[src/rtl/iod_dly_pkg.sv]
// Shared encodings for the IOD delay-line controller: command opcodes, FSM states,
// and the settle counter width.
package iod_dly_pkg;

    localparam logic [1:0] OP_NOP  = 2'b00;
    localparam logic [1:0] OP_LOAD = 2'b01;
    localparam logic [1:0] OP_INC  = 2'b10;
    localparam logic [1:0] OP_DEC  = 2'b11;

    localparam int SETTLE_CNT_W = 4;

    typedef enum logic [2:0] {
        IDLE,
        LOAD,
        SETUP,
        CHECK,
        MOVE,
        SETTLE,
        DONE
    } state_e;

endpackage

[src/rtl/iod_delay_line_ctrl_if.sv]
// Command/status bundle between the training logic (master) and the delay-line
// controller (slave).
interface iod_delay_line_ctrl_if #(
    parameter int TAP_W = 8
);
    logic             CMD_VALID;
    logic             CMD_READY;
    logic [1:0]       CMD_OP;
    logic [TAP_W-1:0] CMD_COUNT;
    logic             DONE;
    logic             DONE_OOR;
    logic [TAP_W-1:0] TAP_POS;
    logic             BUSY;

    modport master (
        output CMD_VALID, CMD_OP, CMD_COUNT,
        input  CMD_READY, DONE, DONE_OOR, TAP_POS, BUSY
    );

    modport slave (
        input  CMD_VALID, CMD_OP, CMD_COUNT,
        output CMD_READY, DONE, DONE_OOR, TAP_POS, BUSY
    );
endinterface

[src/rtl/iod_dly_sync.sv]
// Two-flop synchronizer for DELAY_LINE_OUT_OF_RANGE; only built when
// IOD_DLY_OOR_SYNC_EN is defined, since nothing else instantiates it.
`ifdef IOD_DLY_OOR_SYNC_EN
module iod_dly_sync (
    input  logic clk,
    input  logic rst_n,
    input  logic d,
    output logic q
);
    logic [1:0] sync_q;

    always_ff @(posedge clk or negedge rst_n) begin
        if (!rst_n) begin
            sync_q <= 2'b00;
        end else begin
            sync_q <= {sync_q[0], d};
        end
    end

    assign q = sync_q[1];
endmodule
`endif

[src/rtl/iod_delay_line_ctrl.sv]
// IOD per-lane delay-line sequencer: turns LOAD/INC/DEC commands into spaced MOVE/LOAD pulses.
// Optional IOD_DLY_OOR_SYNC_EN: synchronise DELAY_LINE_OUT_OF_RANGE and extend SETTLE by 2 cycles.
module iod_delay_line_ctrl
    import iod_dly_pkg::*;
#(
    parameter int TAP_W         = 8,
    parameter int MAX_TAP       = 255,
    parameter int LOAD_TAP      = 1,
    parameter int SETTLE_CYCLES = 4
) (
    input  logic                 FAB_CLK,
    input  logic                 ARST_N,
    iod_delay_line_ctrl_if.slave cmd_if,
    output logic                 DELAY_LINE_MOVE,
    output logic                 DELAY_LINE_DIRECTION,
    output logic                 DELAY_LINE_LOAD,
    input  logic                 DELAY_LINE_OUT_OF_RANGE
);

`ifdef IOD_DLY_OOR_SYNC_EN
    localparam int SETTLE_TOTAL = SETTLE_CYCLES + 2;
`else
    localparam int SETTLE_TOTAL = SETTLE_CYCLES;
`endif
    // One spare bit so the synchronizer extension of a 15-cycle settle still fits.
    localparam int                CNT_W       = SETTLE_CNT_W + 1;
    localparam logic [CNT_W-1:0]  SETTLE_LAST = CNT_W'(SETTLE_TOTAL - 1);
    localparam logic [TAP_W-1:0]  MAX_TAP_V   = TAP_W'(MAX_TAP);
    localparam logic [TAP_W-1:0]  LOAD_TAP_V  = TAP_W'(LOAD_TAP);

    state_e             state_q, state_d;
    logic [1:0]         op_q, op_d;
    logic [TAP_W-1:0]   rem_q, rem_d;
    logic [TAP_W-1:0]   tap_q, tap_d;
    logic [CNT_W-1:0]   cnt_q, cnt_d;
    logic               dir_q, dir_d;
    logic               oor_q, oor_d;
    logic               move_q, move_d;
    logic               load_q, load_d;
    logic               done_q, done_d;
    logic               done_oor_q, done_oor_d;
    logic               ready_q, ready_d;
    logic               busy_q, busy_d;
    logic               oor_smp;
    logic               at_limit;

`ifdef IOD_DLY_OOR_SYNC_EN
    iod_dly_sync u_oor_sync (
        .clk   (FAB_CLK),
        .rst_n (ARST_N),
        .d     (DELAY_LINE_OUT_OF_RANGE),
        .q     (oor_smp)
    );
`else
    assign oor_smp = DELAY_LINE_OUT_OF_RANGE;
`endif

    assign at_limit = dir_q ? (tap_q == MAX_TAP_V) : (tap_q == '0);

    always_comb begin
        // NOTE: every signal gets a default before the case so no path leaves it unassigned (no latches).
        state_d = state_q;
        op_d    = op_q;
        rem_d   = rem_q;
        tap_d   = tap_q;
        cnt_d   = cnt_q;
        dir_d   = dir_q;
        oor_d   = oor_q;

        case (state_q)
            IDLE: begin
                if (cmd_if.CMD_VALID && ready_q) begin
                    op_d  = cmd_if.CMD_OP;
                    rem_d = cmd_if.CMD_COUNT;
                    oor_d = 1'b0;
                    if (cmd_if.CMD_OP == OP_LOAD) begin
                        tap_d   = LOAD_TAP_V;
                        state_d = LOAD;
                    end else if (cmd_if.CMD_OP == OP_NOP || cmd_if.CMD_COUNT == '0) begin
                        state_d = DONE;
                    end else begin
                        dir_d   = (cmd_if.CMD_OP == OP_INC);
                        state_d = SETUP;
                    end
                end
            end
            LOAD: begin
                cnt_d   = SETTLE_LAST;
                state_d = SETTLE;
            end
            SETUP: state_d = CHECK;
            CHECK: begin
                if (at_limit || oor_q) begin
                    oor_d   = 1'b1;
                    state_d = DONE;
                end else begin
                    tap_d   = dir_q ? tap_q + 1'b1 : tap_q - 1'b1;
                    state_d = MOVE;
                end
            end
            MOVE: begin
                rem_d   = rem_q - 1'b1;
                cnt_d   = SETTLE_LAST;
                state_d = SETTLE;
            end
            SETTLE: begin
                if (cnt_q == '0) begin
                    oor_d   = oor_q | oor_smp;
                    state_d = (rem_q == '0 || op_q == OP_LOAD) ? DONE : CHECK;
                end else begin
                    cnt_d = cnt_q - 1'b1;
                end
            end
            DONE:    state_d = IDLE;
            default: state_d = IDLE;
        endcase

        // Outputs are decoded from the next state so they leave the flops glitch-free.
        move_d     = (state_d == MOVE);
        load_d     = (state_d == LOAD);
        done_d     = (state_d == DONE);
        done_oor_d = (state_d == DONE) && oor_d;
        ready_d    = (state_d == IDLE);
        busy_d     = (state_d != IDLE);
    end

    always_ff @(posedge FAB_CLK or negedge ARST_N) begin
        if (!ARST_N) begin
            state_q    <= IDLE;
            op_q       <= OP_NOP;
            rem_q      <= '0;
            tap_q      <= LOAD_TAP_V;
            cnt_q      <= '0;
            dir_q      <= 1'b0;
            oor_q      <= 1'b0;
            move_q     <= 1'b0;
            load_q     <= 1'b0;
            done_q     <= 1'b0;
            done_oor_q <= 1'b0;
            ready_q    <= 1'b0;
            busy_q     <= 1'b0;
        end else begin
            // NOTE: non-blocking so every flop samples the pre-edge values computed above.
            state_q    <= state_d;
            op_q       <= op_d;
            rem_q      <= rem_d;
            tap_q      <= tap_d;
            cnt_q      <= cnt_d;
            dir_q      <= dir_d;
            oor_q      <= oor_d;
            move_q     <= move_d;
            load_q     <= load_d;
            done_q     <= done_d;
            done_oor_q <= done_oor_d;
            ready_q    <= ready_d;
            busy_q     <= busy_d;
        end
    end

    assign cmd_if.CMD_READY     = ready_q;
    assign cmd_if.BUSY          = busy_q;
    assign cmd_if.DONE          = done_q;
    assign cmd_if.DONE_OOR      = done_oor_q;
    assign cmd_if.TAP_POS       = tap_q;
    assign DELAY_LINE_MOVE      = move_q;
    assign DELAY_LINE_LOAD      = load_q;
    assign DELAY_LINE_DIRECTION = dir_q;

endmodule

[src/flat_wrapper.sv]
// flat-port wrapper written by rule: the top's interface ports become plain ports
module iod_delay_line_ctrl_flat import iod_dly_pkg::*;
#(
    parameter int TAP_W         = 8,
    parameter int MAX_TAP       = 255,
    parameter int LOAD_TAP      = 1,
    parameter int SETTLE_CYCLES = 4
)
  (FAB_CLK, ARST_N, DELAY_LINE_MOVE, DELAY_LINE_DIRECTION, DELAY_LINE_LOAD, DELAY_LINE_OUT_OF_RANGE, cmd_if_CMD_VALID, cmd_if_CMD_OP, cmd_if_CMD_COUNT, cmd_if_CMD_READY, cmd_if_DONE, cmd_if_DONE_OOR, cmd_if_TAP_POS, cmd_if_BUSY);
  iod_delay_line_ctrl_if #(.TAP_W(TAP_W)) cmd_if_i ();
  input  logic FAB_CLK;
  input  logic ARST_N;
  output logic DELAY_LINE_MOVE;
  output logic DELAY_LINE_DIRECTION;
  output logic DELAY_LINE_LOAD;
  input  logic DELAY_LINE_OUT_OF_RANGE;
  input wire logic [$bits(cmd_if_i.CMD_VALID)-1:0] cmd_if_CMD_VALID;
  input wire logic [$bits(cmd_if_i.CMD_OP)-1:0] cmd_if_CMD_OP;
  input wire logic [$bits(cmd_if_i.CMD_COUNT)-1:0] cmd_if_CMD_COUNT;
  output wire logic [$bits(cmd_if_i.CMD_READY)-1:0] cmd_if_CMD_READY;
  output wire logic [$bits(cmd_if_i.DONE)-1:0] cmd_if_DONE;
  output wire logic [$bits(cmd_if_i.DONE_OOR)-1:0] cmd_if_DONE_OOR;
  output wire logic [$bits(cmd_if_i.TAP_POS)-1:0] cmd_if_TAP_POS;
  output wire logic [$bits(cmd_if_i.BUSY)-1:0] cmd_if_BUSY;
  assign cmd_if_i.CMD_VALID = cmd_if_CMD_VALID;
  assign cmd_if_i.CMD_OP = cmd_if_CMD_OP;
  assign cmd_if_i.CMD_COUNT = cmd_if_CMD_COUNT;
  assign cmd_if_CMD_READY = cmd_if_i.CMD_READY;
  assign cmd_if_DONE = cmd_if_i.DONE;
  assign cmd_if_DONE_OOR = cmd_if_i.DONE_OOR;
  assign cmd_if_TAP_POS = cmd_if_i.TAP_POS;
  assign cmd_if_BUSY = cmd_if_i.BUSY;
  iod_delay_line_ctrl #(.TAP_W(TAP_W), .MAX_TAP(MAX_TAP), .LOAD_TAP(LOAD_TAP), .SETTLE_CYCLES(SETTLE_CYCLES)) u_core (.FAB_CLK(FAB_CLK), .ARST_N(ARST_N), .cmd_if(cmd_if_i), .DELAY_LINE_MOVE(DELAY_LINE_MOVE), .DELAY_LINE_DIRECTION(DELAY_LINE_DIRECTION), .DELAY_LINE_LOAD(DELAY_LINE_LOAD), .DELAY_LINE_OUT_OF_RANGE(DELAY_LINE_OUT_OF_RANGE));
endmodule
[config.mk]
export PLATFORM = sky130hd
export DESIGN_NAME = iod_delay_line_ctrl_flat
export DESIGN_NICKNAME = d
export VERILOG_FILES = /design/src/rtl/iod_dly_pkg.sv /design/src/rtl/iod_delay_line_ctrl_if.sv /design/src/rtl/iod_dly_sync.sv /design/src/rtl/iod_delay_line_ctrl.sv /design/src/flat_wrapper.sv
export SDC_FILE = /design/constraint.sdc
export NUM_CORES = 1
export LEC_CHECK = 0
export BUFFER_PORTS_ARGS = -buffer_cell sky130_fd_sc_hd__buf_4
export CORE_MARGIN = 4
export CORE_UTILIZATION = 45
export CTS_BUF_LIST = sky130_fd_sc_hd__clkbuf_16
export DETAILED_ROUTE_END_ITERATION = 10
export PLACE_DENSITY = 0.65
export SYNTH_ARGS = -nofsm -noshare
export SYNTH_HDL_FRONTEND = slang
export SYNTH_SLANG_ARGS = --single-unit
[constraint.sdc]
create_clock -name FAB_CLK -period 3.5 [get_ports FAB_CLK]
set_clock_uncertainty 0.1 [all_clocks]
set_input_delay 0.175 -clock FAB_CLK [delete_from_list [all_inputs] [get_ports FAB_CLK]]
set_output_delay 0.175 -clock FAB_CLK [all_outputs]
set_load 0.01 [all_outputs]
=== After elaboration in Yosys (flattened, before gate mapping) ===
Cells that the tools add are included.

* Flip-flop bits (word level): 34
* Input bits: 14
* Output and inout port bits: 15
* Word-level logic and storage cells: 79

* Reductions and logical operators: 22
* Add/subtract/negate cells: 4
* Multiplexer cells: 21
* Bitwise logic cells: 3
* Eq/ne operators: 16

{| class="wikitable"
|+ Operators by type and width
! cell !! number
|-
| $mux W8 || 5
|-
| $pmux W8 S2 || 2
|-
| $logic_not A8 Y1 || 3
|-
| $sub A8 B1 Y8 const B || 2
|-
| $mux W3 || 5
|-
| $pmux W3 S5 || 1
|-
| $eq A3 B3 Y1 const B || 4
|-
| $pmux W5 S2 || 1
|-
| $add A8 B1 Y8 const B || 1
|-
| $eq A8 B8 Y1 const B || 1
|-
| $reduce_and A4 Y1 || 2
|-
| $eq A3 B1 Y1 const B || 2
|-
| $eq A3 B2 Y1 const B || 2
|-
| $logic_not A3 Y1 || 2
|-
| $reduce_and A2 Y1 || 3
|-
| $reduce_bool A2 Y1 || 3
|-
| $logic_not A5 Y1 || 1
|-
| $mux W5 || 1
|-
| $sub A5 B1 Y5 const B || 1
|-
| $eq A2 B1 Y1 const B || 2
|-
| $mux W1 || 4
|-
| $ne A2 B1 Y1 const B || 2
|-
| $ne A2 B2 Y1 const B || 2
|-
| $logic_or A1 B1 Y1 || 3
|-
| 9 further kinds || 11
|}

=== Logic depth before layout (Yosys ltp) ===
Gate-level depths: netlist (run 1).

* Depth after elaboration: 8
* Mapped depth: 8
* Mapped depth without buffers: 8

=== Worst setup path before layout (run 1) ===
OpenSTA, ideal clock, no wires.

* Path type: flip-flop to flip-flop
* Start: register u_core.dir_q, in the netlist u_core.DELAY_LINE_DIRECTION
* End: register u_core.tap_q[7], in the netlist u_core.cmd_if.TAP_POS[7]
* Setup time: 129 ps
* Cell stages (with the launch flop): 9
* Path buffers: 0
* Period minus slack after synthesis: 2292 ps
* Required time: 3271 ps
* Arrival: 2063 ps
* Slack: 1208 ps
* Path through: dfrtp_1 inv_1 ha_1 a21oi_1 o211ai_1 o41ai_1 xnor2_1 a41oi_1 mux2i_1

* Longest elaborated chain between the ends: 4
* Elaborated cells on any way between the ends: 7
* Classes of those cells: 1 x eq/ne; 4 x mux; 2 x reduce/logical

{| class="wikitable"
|+ Ends and longest elaborated chain
! element !! RTL line !! source
|-
| from (decl) || iod_delay_line_ctrl.sv:36 || <nowiki>logic dir_q, dir_d;</nowiki>
|-
| from (signal assigned) || iod_delay_line_ctrl.sv:149 || <nowiki>dir_q <= dir_d;</nowiki>
|-
| $mux W1 || iod_delay_line_ctrl.sv:58 || <nowiki>assign at_limit = dir_q ? (tap_q == MAX_TAP_V) : (tap_q == '0);</nowiki>
|-
| $logic_or A1 B1 Y1 || iod_delay_line_ctrl.sv:93 || <nowiki>if (at_limit || oor_q) begin</nowiki>
|-
| $ne A2 B2 Y1 (no line) || -- ||
|-
| $reduce_and A4 Y1 (no line) || -- ||
|-
| to (signal assigned) || iod_delay_line_ctrl.sv:147 || <nowiki>tap_q <= tap_d;</nowiki>
|-
| to (decl) || iod_delay_line_ctrl.sv:34 || <nowiki>logic [TAP_W-1:0] tap_q, tap_d;</nowiki>
|}

Several ways; a longest one is shown, not always the timed one. The select of a mux whose other input is x is not followed.
A chain may end at the register's enable or synchronous reset.

=== Final worst setup path (run 1) ===
Ends and elaborated chain as after synthesis.

==> results.rst, run 1 <==
.. list-table::
   :header-rows: 1

   * - Metric
     - Value
   * - Result of the run
     - completed
   * - Count of cell types in the netlist
     - 53
   * - Antenna cell count
     - 0
   * - Nets@finish
     - between 200 and 300
   * - Leak Pwr
     - 1.128 nW
   * - Top FF cell, synth
     - sky130_fd_sc_hd__dfrtp_1
   * - Antenna violation net count after detailed routing
     - 0
   * - Reg2Reg Depth
     - 8
   * - Syn nets
     - 241
   * - Iteration-0 DRC Markers
     - 86
   * - Number of design rule violations left after detail routing
     - 0
   * - Endpoint required time on the critical path
     - ~3.6 ns
   * - Destination of the worst register-to-register timing path
     - u_core.cmd_if.TAP_POS[7]$_DFFE_PN0P_
   * - Reg-to-reg critical path startpoint
     - u_core.DELAY_LINE_DIRECTION$_DFFE_PN0P_
   * - RSZ-0062 raised after global routing
     - false
   * - Max_cap viols
     - 0
   * - Port buffer count
     - 28
   * - Largest driver fanout on the critical path
     - 7
   * - Avg Inst Size Synth
     - 9.621 um2
   * - Critical path start-end classification
     - reg2reg
   * - Start point of the critical path
     - u_core.DELAY_LINE_DIRECTION$_DFFE_PN0P_
   * - First-pass iteration count of the detailed router
     - 4
   * - Overall overflow remaining after global route
     - 0
   * - Highest achievable clock rate
     - 392.2 MHz
   * - Max-Slew Margin vs Limit
     - 0.6071
   * - Worst Setup End Kind
     - flip-flop
   * - Final Power
     - 0.002235 W
   * - Internal portion of total power
     - 0.001359 W
   * - Power dissipated by switching net loads
     - ~0.00088 W
   * - Setup Buffers After CTS
     - 0
   * - Maximum number of pins on one net before global-route repair
     - 35
   * - Worst-skew pair later-pin latency
     - 0.28 ns
   * - Wire length per cell
     - 15.01 um
   * - Count of pins on the block boundary
     - 29
   * - Final max-slew violation count
     - 0
   * - Part of the total power dissipated in combinational logic
     - 0.433
   * - Die footprint
     - roughly 5800 um2
   * - Sequential fraction of the synthesis area
     - 0.4100
   * - CTS tree
     - done
   * - Actual slew at the worst max-slew pin
     - 0.5818 ns
   * - Maximum ir drop on the vdd rail
     - 0.0004133 V
   * - Total clock buffers created by CTS
     - 5
   * - Cell type with the largest total area after synthesis
     - sky130_fd_sc_hd__dfrtp_1
   * - Share of flip-flops with an asynchronous set or reset
     - 1.000
   * - Post-synth EDFFs
     - 0
   * - Gate count of the mapped netlist
     - 216
   * - Worst setup margin
     - 0.9501 ns
   * - Number of global-route vias before repair
     - between 1500 and 2000
   * - Proportion of total power due to net switching
     - 0.3922
   * - Data arrival, critical path
     - 2.60 ns
   * - Starting density of the core
     - 0.4708
   * - Leading cell types by total area after synthesis
     - sky130_fd_sc_hd__dfrtp_1 40%, sky130_fd_sc_hd__ha_1 6.0%, sky130_fd_sc_hd__nor2_1 4.3%
   * - Global-route wire length before repair
     - 7755 um
   * - Horizontal die dimension
     - 75.96 um
   * - Routed vias/inst
     - around 5.6
   * - TritonCTS sink count
     - 34
   * - Most frequent standard cell in the layout excluding fill and tap cells
     - sky130_fd_sc_hd__dfrtp_1
   * - Fraction of met2 tracks used by global routing
     - 0.2432
   * - Floorplan die height
     - 75.96 um
   * - Global-route track usage on met3
     - 0.04502
   * - Sum of negative setup slack
     - 0 ns
   * - Post-route standard cell area excluding fillers
     - 2511 um2
   * - Final setup violation count
     - 0
   * - Area after detailed placement
     - 2307 um2
   * - Layer carrying the most global-route usage
     - met2
   * - Initial antenna violation count
     - 0
   * - Buffer cell driving the clock tree root
     - sky130_fd_sc_hd__clkbuf_16
   * - Overall track demand over capacity in global routing
     - 0.1644
   * - Synthesis-to-layout area growth
     - 20.83%
   * - Placed wire-length estimate after detailed placement
     - ~3200 um
   * - Area share of the largest cell type after synthesis
     - 0.3974
   * - Clock input transition at the sequential cells of the worst setup and hold paths
     - 0.06 ns
   * - Via count of the routed design
     - 1670
   * - Met1 global-route usage
     - 0.2299
   * - Routed Wire Length
     - about 4500 um
   * - Hold violation total from the final report
     - 0
   * - Smallest hold slack
     - 0.02753 ns
   * - Final min period
     - approximately 2.5 ns
   * - Post-route clock period utilization
     - 0.7285
   * - Share of layout cells above drive strength 1
     - 0.2218
   * - Clock share of power
     - 0.259
   * - Critical path capture point
     - u_core.cmd_if.TAP_POS[7]$_DFFE_PN0P_
   * - Power Dens Cells
     - 890.0 nW/um2
   * - Number of storage elements in the synthesis netlist
     - 34
   * - Combined area of all synthesized cells
     - 2078 um2
   * - Top library cells by usage in the layout, fill and taps aside
     - 33 x sky130_fd_sc_hd__dfrtp_1, 29 x sky130_fd_sc_hd__buf_4, 24 x sky130_fd_sc_hd__nor2_1
   * - Routability Congestion
     - approximately 0.84
   * - Class of the tightest hold or removal check
     - in2reg
   * - H-tree levels
     - 2
   * - Synth warn
     - 0
   * - CTS Buffer Depth
     - 2
   * - Area inside the core boundary
     - around 4400 um2
   * - CP startpoint kind
     - flip-flop
   * - Sequential group share of total power
     - 0.308
   * - Setup slack of the most critical reg-to-reg path
     - between 0.9 and 1 ns
   * - # rows
     - 24
   * - Cells on Worst Hold Path
     - 2
   * - Layout fillers
     - slightly below 400
   * - Placement Setup Slack
     - 0.9732 ns
==> cell usage after synthesis (all sizes together), types with 2 or more instances <==
cell	n
dfrtp	33
nor4	4
nand2	21
a2111oi	2
a31oi	2
inv	15
nor2	24
nor3	10
ha	10
nor4b	2
clkbuf	4
o21a	4
o221a	5
and3	2
a21o	2
xnor2	6
buf	2
o211ai	2
a21oi	15
nand4	4
o21ai	6
a211oi	2
nor2b	2
o31ai	2
xor2	4
nand3	10
or3	5
==> how the worst min path moves through the flow <==
| stage | start | endpoint | slack (ns) |
|---|---|---|---|
| finish | cmd_if_CMD_OP[0] | u_core.DELAY_LINE_DIRECTION$_DFFE_PN0P_ | 0.03 |
| global placement | ARST_N | u_core.rem_q[2]$_DFFE_PN0P_ | 0.05 |
| global route | cmd_if_CMD_OP[0] | u_core.DELAY_LINE_DIRECTION$_DFFE_PN0P_ | 0.05 |
| detailed placement | ARST_N | u_core.rem_q[3]$_DFFE_PN0P_ | 0.05 |
| CTS | cmd_if_CMD_OP[0] | u_core.DELAY_LINE_DIRECTION$_DFFE_PN0P_ | 0.02 |
| floorplan | ARST_N | u_core.DELAY_LINE_DIRECTION$_DFFE_PN0P_ | -0.22 |
==> cells by family (layout without fill, tap and decap cells) <==
logic type	count (synthesis)	count (layout)	share of synthesized area
and+or+nand+nor	88	88	0.2240
AOI/OAI and AO/OA	50	50	0.1908
DFF	34	34	0.4100
adders and majority gates	11	11	0.06984
muxes	2	2	0.01023
buffers and inverters	21	53	0.05299
xor gates and xnor gates	10	10	0.04214
==> metrics by stage <==
step           instances  utilization
5_1_grt              300       0.5689
2_1_floorplan        216            -
4_1_cts              300       0.5689
3_3_place_gp         291       0.5227
6_report             300       0.5689
3_5_place_dp         291       0.5227
==> area by class of cell <==
cell class / count / area [um2] / area share
Multi-Input combinational cell: 161 / 1116 / 0.4444
Timing Repair Buffer: 30 / 227.7 / 0.09068
Clock inverter: 3 / 68.82 / 0.02740
Clock buffer: 5 / 125.1 / 0.04983
Inverter: 15 / 56.30 / 0.02242
Sequential cell: 34 / 852.1 / 0.3393
Tap cell: 52 / 65.06 / 0.02591
==> registers in the layout, summed over array words and instances, names as in the netlist <==
signal,count
u_core.DELAY_LINE_DIRECTION,1
u_core.DELAY_LINE_LOAD,1
u_core.DELAY_LINE_MOVE,1
u_core.cmd_if.BUSY,1
u_core.cmd_if.CMD_READY,1
u_core.cmd_if.DONE,1
u_core.cmd_if.DONE_OOR,1
u_core.cmd_if.TAP_POS,8
u_core.cnt_q,5
u_core.oor_q,1
u_core.op_q,2
u_core.rem_q,8
u_core.state_q,3
==> per-layer routing <==
layer / part of all wire / vias up
met5: 0 / -
met4: 0.014 / 0
met3: 0.033 / 6
met2: 0.45 / 23
met1: 0.50 / 796
li1: - / 845
==> power groups by stage <==
stage / Clock [W] / Sequential, W / Combinational, W
2_1_floorplan: 0 / 0.000648 / 0.000780
3_3_place_gp: 0 / 0.000692 / 0.000957
3_5_place_dp: 0 / 0.000692 / 0.000963
4_1_cts: 0.000592 / 0.000686 / 0.000974
5_1_grt: 0.000611 / 0.000713 / 0.00109
6_report: 0.000580 / 0.000688 / 0.000967
==> worst max-delay path, cell delays in order (launching register included) <==
cell                       delay, ns
sky130_fd_sc_hd__dfrtp_1        0.49
sky130_fd_sc_hd__inv_1          0.21
sky130_fd_sc_hd__ha_1           0.31
sky130_fd_sc_hd__a21oi_1        0.18
sky130_fd_sc_hd__o211ai_1       0.14
sky130_fd_sc_hd__o41ai_1        0.51
sky130_fd_sc_hd__xnor2_1        0.13
sky130_fd_sc_hd__a41oi_1        0.25
sky130_fd_sc_hd__mux2i_1        0.11
==> timing repair <==
item	in CTS	in global routing
hold endpoints to repair	33	0
setup endpoints to repair	0	0
hold buffers	1	0
gates resized for setup	0	0
Note: power is estimated with default switching activity, not from simulation.
==> inputs of run 2 (changes only) <==
--- a/config.mk
+++ b/config.mk
@@ -10,7 +10,7 @@
 export CORE_UTILIZATION = 45
 export CTS_BUF_LIST = sky130_fd_sc_hd__clkbuf_16
 export DETAILED_ROUTE_END_ITERATION = 10
-export PLACE_DENSITY = 0.65
+export PLACE_DENSITY = 0.68
 export SYNTH_ARGS = -nofsm -noshare
 export SYNTH_HDL_FRONTEND = slang
 export SYNTH_SLANG_ARGS = --single-unit
==> constraint.sdc (replaced) <==
create_clock -name FAB_CLK -period 2.2 [get_ports FAB_CLK]
set_clock_uncertainty 0.1 [all_clocks]
set_input_delay 0.11 -clock FAB_CLK [delete_from_list [all_inputs] [get_ports FAB_CLK]]
set_output_delay 0.11 -clock FAB_CLK [all_outputs]
set_load 0.01 [all_outputs]
==> run 2 against run 1 <==
  * Core utilization increased by 4.5 points
  * Sequential share of layout area shrank 2.4 points
  * Global-route usage is 0.17 points lower
  * Via count is 7.3% higher
  * Clock power is 11% higher
  * Routed wire length up 5.1%
  * Final cell count grew 8.7%
  * Register-to-register slack lost 0.83 ns
  * Clock-buffer cell count did not move
  * Critical path depth shrank 1
  * Cell area up 7.9%
  * First-iteration DRC count down 3.5%
  * Critical path type unchanged
==> results.rst, run 2 (same netlist as run 1, synthesis figures left out) <==
.. list-table::
   :header-rows: 1

   * - Metric
     - Value
   * - Routed vias/inst
     - 5.497 (-1.3%)
   * - Routability Congestion
     - 0.8544 (+1.4%)
   * - H-tree levels
     - 2 (unchanged)
   * - Power dissipated by switching net loads
     - 0.001488 W (+70%)
   * - Final min period
     - 2.084 ns (-0.4658 ns)
   * - Placed wire-length estimate after detailed placement
     - 3527 um (+9.1%)
   * - Endpoint required time on the critical path
     - 2.25 ns (-1.30 ns)
   * - Layout fillers
     - 365 (-6.9%)
   * - First-pass iteration count of the detailed router
     - 5 (+1)
   * - Worst-skew pair later-pin latency
     - 0.27 ns (about the same)
   * - RSZ-0062 raised after global routing
     - true
   * - Hold violation total from the final report
     - 0 (unchanged)
   * - Max-Slew Margin vs Limit
     - 0.6810 (+0.07393)
   * - Critical path start-end classification
     - reg2reg
   * - Share of layout cells above drive strength 1
     - 0.3175 (+0.09574)
   * - Worst Setup End Kind
     - flip-flop
   * - Sum of negative setup slack
     - 0 ns (unchanged)
   * - CTS tree
     - done
   * - Total clock buffers created by CTS
     - 5 (unchanged)
   * - Sequential group share of total power
     - 0.285 (-0.023)
   * - Synthesis-to-layout area growth
     - 30.40%
   * - Overall track demand over capacity in global routing
     - 0.1627 (-0.001662)
   * - Top library cells by usage in the layout, fill and taps aside
     - 53 x sky130_fd_sc_hd__buf_4, 30 x sky130_fd_sc_hd__dfrtp_1, 23 x sky130_fd_sc_hd__nor2_1
   * - Power Dens Cells
     - 1365 nW/um2 (+53%)
   * - Die footprint
     - 5770 um2 (unchanged)
   * - Clock input transition at the sequential cells of the worst setup and hold paths
     - 0.05 ns (about the same)
   * - Internal portion of total power
     - 0.002210 W (+63%)
   * - Result of the run
     - completed
   * - Leak Pwr
     - 1.242 nW (+10%)
   * - Max_cap viols
     - 0 (unchanged)
   * - Via count of the routed design
     - 1792 (+7.3%)
   * - Data arrival, critical path
     - 2.13 ns (-0.47 ns)
   * - Clock share of power
     - 0.174 (-0.085)
   * - Highest achievable clock rate
     - 479.8 MHz (+22%)
   * - CP startpoint kind
     - flip-flop
   * - Setup slack of the most critical reg-to-reg path
     - 0.12 ns (-0.83 ns)
   * - Port buffer count
     - 28 (unchanged)
   * - Placement Setup Slack
     - 0.01440 ns (-0.9588 ns)
   * - Class of the tightest hold or removal check
     - in2reg
   * - Area inside the core boundary
     - 4414 um2 (unchanged)
   * - Final max-slew violation count
     - 0 (unchanged)
   * - Worst setup margin
     - 0.1159 ns (-0.8342 ns)
   * - Number of global-route vias before repair
     - 1693 (+4.0%)
   * - Initial antenna violation count
     - 0 (unchanged)
   * - Most frequent standard cell in the layout excluding fill and tap cells
     - sky130_fd_sc_hd__buf_4
   * - Wire length per cell
     - 14.52 um (-3.3%)
   * - Number of design rule violations left after detail routing
     - 0 (unchanged)
   * - Iteration-0 DRC Markers
     - 83 (-3.5%)
   * - Proportion of total power due to net switching
     - 0.4024 (+0.01026)
   * - Nets@finish
     - 298 (+9.6%)
   * - Antenna cell count
     - 0 (unchanged)
   * - Starting density of the core
     - 0.4708 (unchanged)
   * - Part of the total power dissipated in combinational logic
     - 0.541 (+0.108)
   * - Maximum number of pins on one net before global-route repair
     - 35 (unchanged)
   * - Buffer cell driving the clock tree root
     - sky130_fd_sc_hd__clkbuf_16
   * - Horizontal die dimension
     - 75.96 um (unchanged)
   * - Maximum ir drop on the vdd rail
     - 0.0008728 V (+110%)
   * - Count of pins on the block boundary
     - 29 (unchanged)
   * - Antenna violation net count after detailed routing
     - 0 (unchanged)
   * - TritonCTS sink count
     - 34 (unchanged)
   * - Global-route wire length before repair
     - 7907 um (+2.0%)
   * - Largest driver fanout on the critical path
     - 4 (-3)
   * - # rows
     - 24 (unchanged)
   * - Post-route clock period utilization
     - 0.9473 (+0.2188)
   * - Final setup violation count
     - 0 (unchanged)
   * - Actual slew at the worst max-slew pin
     - 0.4742 ns (-0.1076 ns)
   * - Overall overflow remaining after global route
     - 0 (unchanged)
   * - CTS Buffer Depth
     - 2 (unchanged)
   * - Floorplan die height
     - 75.96 um (unchanged)
   * - Routed Wire Length
     - 4734 um (+5.1%)
-- run 2: cell count changes in the layout (fill, tap and decap cells not counted), sizes merged --
cell         change
bufinv           -2
inv              +1
dlygate4sd3      +2
clkinv           +1
buf             +24
-- run 2: cell type report --
cell class                 instances  area, um2  area share
clock buffer                       5      125.1     0.04617
clock inverter                     3      12.51    0.004617
inverter                          15      56.30     0.02078
multi-input combinational        161       1167      0.4307
sequential                        34      855.8      0.3158
tap                               52      65.06     0.02401
timing repair buffer              56      427.9      0.1579
-- run 2: critical path: stages (launching register included) --
cell and delay, ns:
sky130_fd_sc_hd__dfrtp_1 0.36, sky130_fd_sc_hd__inv_1 0.07, sky130_fd_sc_hd__ha_1 0.19, sky130_fd_sc_hd__or4b_1 0.21, sky130_fd_sc_hd__nor2_1 0.09, sky130_fd_sc_hd__a2111oi_4 0.48
sky130_fd_sc_hd__inv_2 0.10, sky130_fd_sc_hd__or3_1 0.36
-- run 2: power groups by stage --
stage	clock network [W]	logic [W]	registers [W]
after floorplan	0	0.00126	0.00103
after global placement	0	0.00183	0.00104
after detailed placement	0	0.00187	0.00104
after CTS	0.000648	0.00187	0.00104
after global routing	0.000680	0.00222	0.00108
final	0.000644	0.00200	0.00105
-- run 2: routing by layer --
metal | global-route usage | wire length, um
met5 | 0 | 0
met4 | 0.03915 | 53
met3 | 0.03673 | 166
met2 | 0.2474 | 2246
met1 | 0.2340 | 2267
-- run 2: per-stage QoR --
stage / util / area (um2) / total power (W) / hold WS, ns / cells
after detailed placement: 0.5601 / 2472 / 0.002911 / -0.01789 / 312
after floorplan: - / 2086 / 0.002289 / -0.2856 / 216
after global routing: 0.6139 / 2710 / 0.003975 / 0.03212 / 326
after global placement: 0.5601 / 2472 / 0.002869 / -0.01784 / 312
after CTS: 0.5981 / 2640 / 0.003559 / 0.01650 / 323
final: 0.6139 / 2710 / 0.003698 / 0.01528 / 326
-- run 2: timing repair --
action                                 CTS  global route
gates resized for setup                  0            11
setup endpoints to repair                0             9
buffers inserted                         0             3
hold buffers                             3             0
endpoints found under the hold margin   36             0
-- run 2: path summary, 6_finish.rpt --
path                                                   from                                    to  depth (start not counted)
min in group asynchronous                            ARST_N           u_core.rem_q[2]$_DFFE_PN0P_                          2
worst max-delay path            u_core.cnt_q[1]$_DFFE_PN0P_          u_core.cmd_if.BUSY$_DFF_PN0_                          7
worst min register to register   u_core.op_q[0]$_DFFE_PN0P_            u_core.op_q[0]$_DFFE_PN0P_                          2
worst max register to register  u_core.cnt_q[1]$_DFFE_PN0P_          u_core.cmd_if.BUSY$_DFF_PN0_                          7
max in group asynchronous                            ARST_N  u_core.cmd_if.TAP_POS[0]$_DFFE_PN1P_                          2
worst min-delay path                    cmd_if_CMD_COUNT[1]           u_core.rem_q[1]$_DFFE_PN0P_                          3
==> inputs of run 3 (changes only) <==
--- a/config.mk
+++ b/config.mk
@@ -6,6 +6,7 @@
 export NUM_CORES = 1
 export LEC_CHECK = 0
 export BUFFER_PORTS_ARGS = -buffer_cell sky130_fd_sc_hd__buf_4
+export CORE_ASPECT_RATIO = 1.1
 export CORE_MARGIN = 4
 export CORE_UTILIZATION = 45
 export CTS_BUF_LIST = sky130_fd_sc_hd__clkbuf_16
==> run 3 against run 2 <==
  * Routed wire length rose by 3.8%
  * Setup slack worse by 0.058 ns
  * Sequential cell count did not move
  * Sequential share of layout area shrank 1.3 points
  * Critical path depth did not move
  * Core utilization is 2.8 points higher
  * Power increased by 6.5%
  * Maximum frequency is 2.7% lower
  * Hold slack worse by 0.014 ns
  * Critical endpoint is now u_core.cmd_if.DONE_OOR$_DFF_PN0_
  * Via count is 0.61% higher
  * Sequential power barely moved
==> results.rst, run 3 (same netlist as run 1, synthesis figures left out) <==
.. list-table::
   :header-rows: 1

   * - Metric
     - Value
   * - Max_cap viols
     - 0 (unchanged)
   * - Overall overflow remaining after global route
     - 0 (unchanged)
   * - Final min period
     - 2.142 ns (+0.05842 ns)
   * - Clock input transition at the sequential cells of the worst setup and hold paths
     - 0.06 ns (about the same)
   * - First-pass iteration count of the detailed router
     - 4 (-1)
   * - Actual slew at the worst max-slew pin
     - 0.5057 ns (+0.03158 ns)
   * - Worst Path Buf+Inv
     - 1 (-1)
   * - Floorplan die height
     - 79.28 um (+4.4%)
   * - Maximum ir drop on the vdd rail
     - 0.0009174 V (+5.1%)
   * - RSZ-0062 raised after global routing
     - true
   * - Critical Path Slowest Stage Cell
     - sky130_fd_sc_hd__or4b_1
   * - Peak per-stage delay on the critical path
     - 0.49 ns (about the same)
   * - Wire length per cell
     - 14.80 um (+1.9%)
   * - Largest driver fanout on the critical path
     - 7 (+3)
   * - Most frequent standard cell in the layout excluding fill and tap cells
     - sky130_fd_sc_hd__buf_4
   * - Starting density of the core
     - 0.4746 (+0.003766)
   * - CTS Buffer Depth
     - 2 (unchanged)
   * - Part of the total power dissipated in combinational logic
     - 0.528 (-0.013)
   * - Post-route clock period utilization
     - 0.9738 (+0.02655)
   * - CP startpoint kind
     - flip-flop
   * - Routed vias/inst
     - 5.431 (-1.2%)
   * - Count of pins on the block boundary
     - 29 (unchanged)
   * - Maximum number of pins on one net before global-route repair
     - 35 (unchanged)
   * - Number of global-route vias before repair
     - 1825 (+7.8%)
   * - Result of the run
     - completed
   * - Data arrival, critical path
     - 2.22 ns (+0.09 ns)
   * - Internal portion of total power
     - 0.002369 W (+7.2%)
   * - Critical path start-end classification
     - reg2reg
   * - Area after detailed placement
     - 2467 um2 (-0.20%)
   * - Placement Setup Slack
     - 0.006700 ns (-0.007702 ns)
   * - Final setup violation count
     - 0 (unchanged)
   * - Initial antenna violation count
     - 0 (unchanged)
   * - TritonCTS sink count
     - 34 (unchanged)
   * - Worst Setup End Kind
     - flip-flop
   * - H-tree levels
     - 2 (unchanged)
   * - Routability Congestion
     - 0.8212 (-3.9%)
   * - Proportion of total power due to net switching
     - 0.3985 (-0.003910)
   * - Hold violation total from the final report
     - 0 (unchanged)
   * - Iteration-0 DRC Markers
     - 89 (+7.2%)
   * - # rows
     - 25 (+4.2%)
   * - Kind of cell with the highest combined delay on the critical path
     - simple AND/OR/NAND/NOR gates
   * - Class of the tightest hold or removal check
     - in2reg
   * - Horizontal die dimension
     - 72.80 um (-4.2%)
   * - Power dissipated by switching net loads
     - 0.001570 W (+5.5%)
   * - Overall track demand over capacity in global routing
     - 0.1800 (+0.01725)
   * - Worst setup margin
     - 0.05753 ns (-0.05842 ns)
   * - Via count of the routed design
     - 1803 (+0.61%)
   * - Post-route standard cell area excluding fillers
     - 2811 um2 (+3.7%)
   * - CP cell instances
     - inv_2 -> ha_2 -> or4b_1 -> o21bai_1 -> o211ai_4 -> and3_1 -> and2_1
   * - Port buffer count
     - 28 (unchanged)
   * - Area inside the core boundary
     - 4379 um2 (-0.79%)
   * - Placed wire-length estimate after detailed placement
     - 3495 um (-0.90%)
   * - Antenna cell count
     - 0 (unchanged)
   * - Die footprint
     - 5771 um2 (about the same)
   * - Buffer cell driving the clock tree root
     - sky130_fd_sc_hd__clkbuf_16
   * - Layout fillers
     - 370 (+1.4%)
   * - Max-Slew Margin vs Limit
     - 0.6597 (-0.02125)
   * - Global-route wire length before repair
     - 8183 um (+3.5%)
   * - Setup slack of the most critical reg-to-reg path
     - 0.06 ns (-0.06 ns)
   * - Sequential group share of total power
     - 0.266 (-0.019)
   * - Leak Pwr
     - 1.260 nW (+1.5%)
   * - Top library cells by usage in the layout, fill and taps aside
     - 57 x sky130_fd_sc_hd__buf_4, 33 x sky130_fd_sc_hd__dfrtp_1, 22 x sky130_fd_sc_hd__nor2_1
   * - Antenna violation net count after detailed routing
     - 0 (unchanged)
   * - Total clock buffers created by CTS
     - 5 (unchanged)
   * - Routed Wire Length
     - 4912 um (+3.8%)
   * - Clock share of power
     - 0.206 (+0.032)
   * - CTS tree
     - done
   * - Endpoint required time on the critical path
     - 2.27 ns (+0.02 ns)
   * - Number of design rule violations left after detail routing
     - 0 (unchanged)
   * - Share of layout cells above drive strength 1
     - 0.3525 (+0.03500)
   * - Power Dens Cells
     - 1401 nW/um2 (+2.7%)
   * - Final max-slew violation count
     - 0 (unchanged)
   * - Nets@finish
     - 302 (+1.3%)
   * - Highest achievable clock rate
     - 466.8 MHz (-2.7%)
   * - Worst-skew pair later-pin latency
     - 0.28 ns (about the same)
   * - Synthesis-to-layout area growth
     - 35.28%
run 3: cell types whose count changed in the layout (fill, tap and decap cells not counted), moves of 2 or more:
cell | previous run | this run
sky130_fd_sc_hd__dfrtp_2 | 3 | 0
sky130_fd_sc_hd__buf_4 | 53 | 57
sky130_fd_sc_hd__ha_1 | 9 | 7
sky130_fd_sc_hd__inv_1 | 13 | 11
sky130_fd_sc_hd__clkinvlp_4 | 0 | 2
sky130_fd_sc_hd__a21oi_2 | 1 | 4
sky130_fd_sc_hd__a21oi_1 | 14 | 11
sky130_fd_sc_hd__dfrtp_1 | 30 | 33
run 3: metal layers:
metal | share of wire | track usage | up-vias
li1 | - | - | 903
met1 | 0.45 | 0.2213 | 865
met3 | 0.034 | 0.04177 | 4
met5 | 0 | 0 | -
met2 | 0.50 | 0.3078 | 31
met4 | 0.011 | 0.05720 | 0
run 3: path summary, 6_finish.rpt:
path                                             startpoint  depth (start not counted)                                   end
worst min register to register   u_core.op_q[0]$_DFFE_PN0P_                          2            u_core.op_q[0]$_DFFE_PN0P_
max in group asynchronous                            ARST_N                          2  u_core.cmd_if.TAP_POS[0]$_DFFE_PN1P_
worst max register to register  u_core.cnt_q[1]$_DFFE_PN0P_                          7      u_core.cmd_if.DONE_OOR$_DFF_PN0_
worst min-delay path                DELAY_LINE_OUT_OF_RANGE                          2                u_core.oor_q$_DFF_PN0_
worst max-delay path            u_core.cnt_q[1]$_DFFE_PN0P_                          7      u_core.cmd_if.DONE_OOR$_DFF_PN0_
min in group asynchronous                            ARST_N                          2           u_core.rem_q[2]$_DFFE_PN0P_
run 3: stage by stage:
| stage | instances | utilization | hold WS, ns | power (W) | TNS (ns) |
|---|---|---|---|---|---|
| finish | 332 | 0.6420 | 0.001683 | 0.003939 | 0 |
| global route | 332 | 0.6420 | 0.002841 | 0.004237 | -0.06091 |
| CTS | 324 | 0.6091 | 0.004436 | 0.003711 | 0 |
| detailed placement | 313 | 0.5634 | -0.006524 | 0.002882 | 0 |
| global placement | 313 | 0.5634 | -0.009882 | 0.002842 | 0 |
| floorplan | 216 | - | -0.2856 | 0.002289 | 0 |
run 3: timing repair:
action	in CTS	in global routing
hold endpoints to repair	36	0
resized for setup	0	17
hold buffers	3	0
setup buffers	0	8
endpoints found under the setup margin	1	8
pin swaps	1	11
run 3: worst register-to-register path: stages, from the launching register on:
cell and delay, ns:
sky130_fd_sc_hd__dfrtp_1 0.40, sky130_fd_sc_hd__inv_2 0.07, sky130_fd_sc_hd__ha_2 0.17, sky130_fd_sc_hd__or4b_1 0.49, sky130_fd_sc_hd__o21bai_1 0.24, sky130_fd_sc_hd__o211ai_4 0.17
sky130_fd_sc_hd__and3_1 0.24, sky130_fd_sc_hd__and2_1 0.15
run 3: area by class of cell:
class | count | area, um2 | share of cell area
clock buffers | 5 | 125.1 | 0.04450
clock inverters | 3 | 45.04 | 0.01602
inverters | 15 | 58.81 | 0.02092
multi-input cells | 161 | 1205 | 0.4286
flip-flops and latches | 34 | 852.1 | 0.3031
well taps | 54 | 67.56 | 0.02403
repair buffers | 60 | 457.9 | 0.1629
run 3: power groups by stage:
stage	combinational, W	clock, W	sequential [W]
finish	0.00208	0.000810	0.00105
global route	0.00230	0.000856	0.00108
CTS	0.00186	0.000821	0.00103
detailed placement	0.00184	0	0.00104
global placement	0.00180	0	0.00104
floorplan	0.00126	0	0.00103
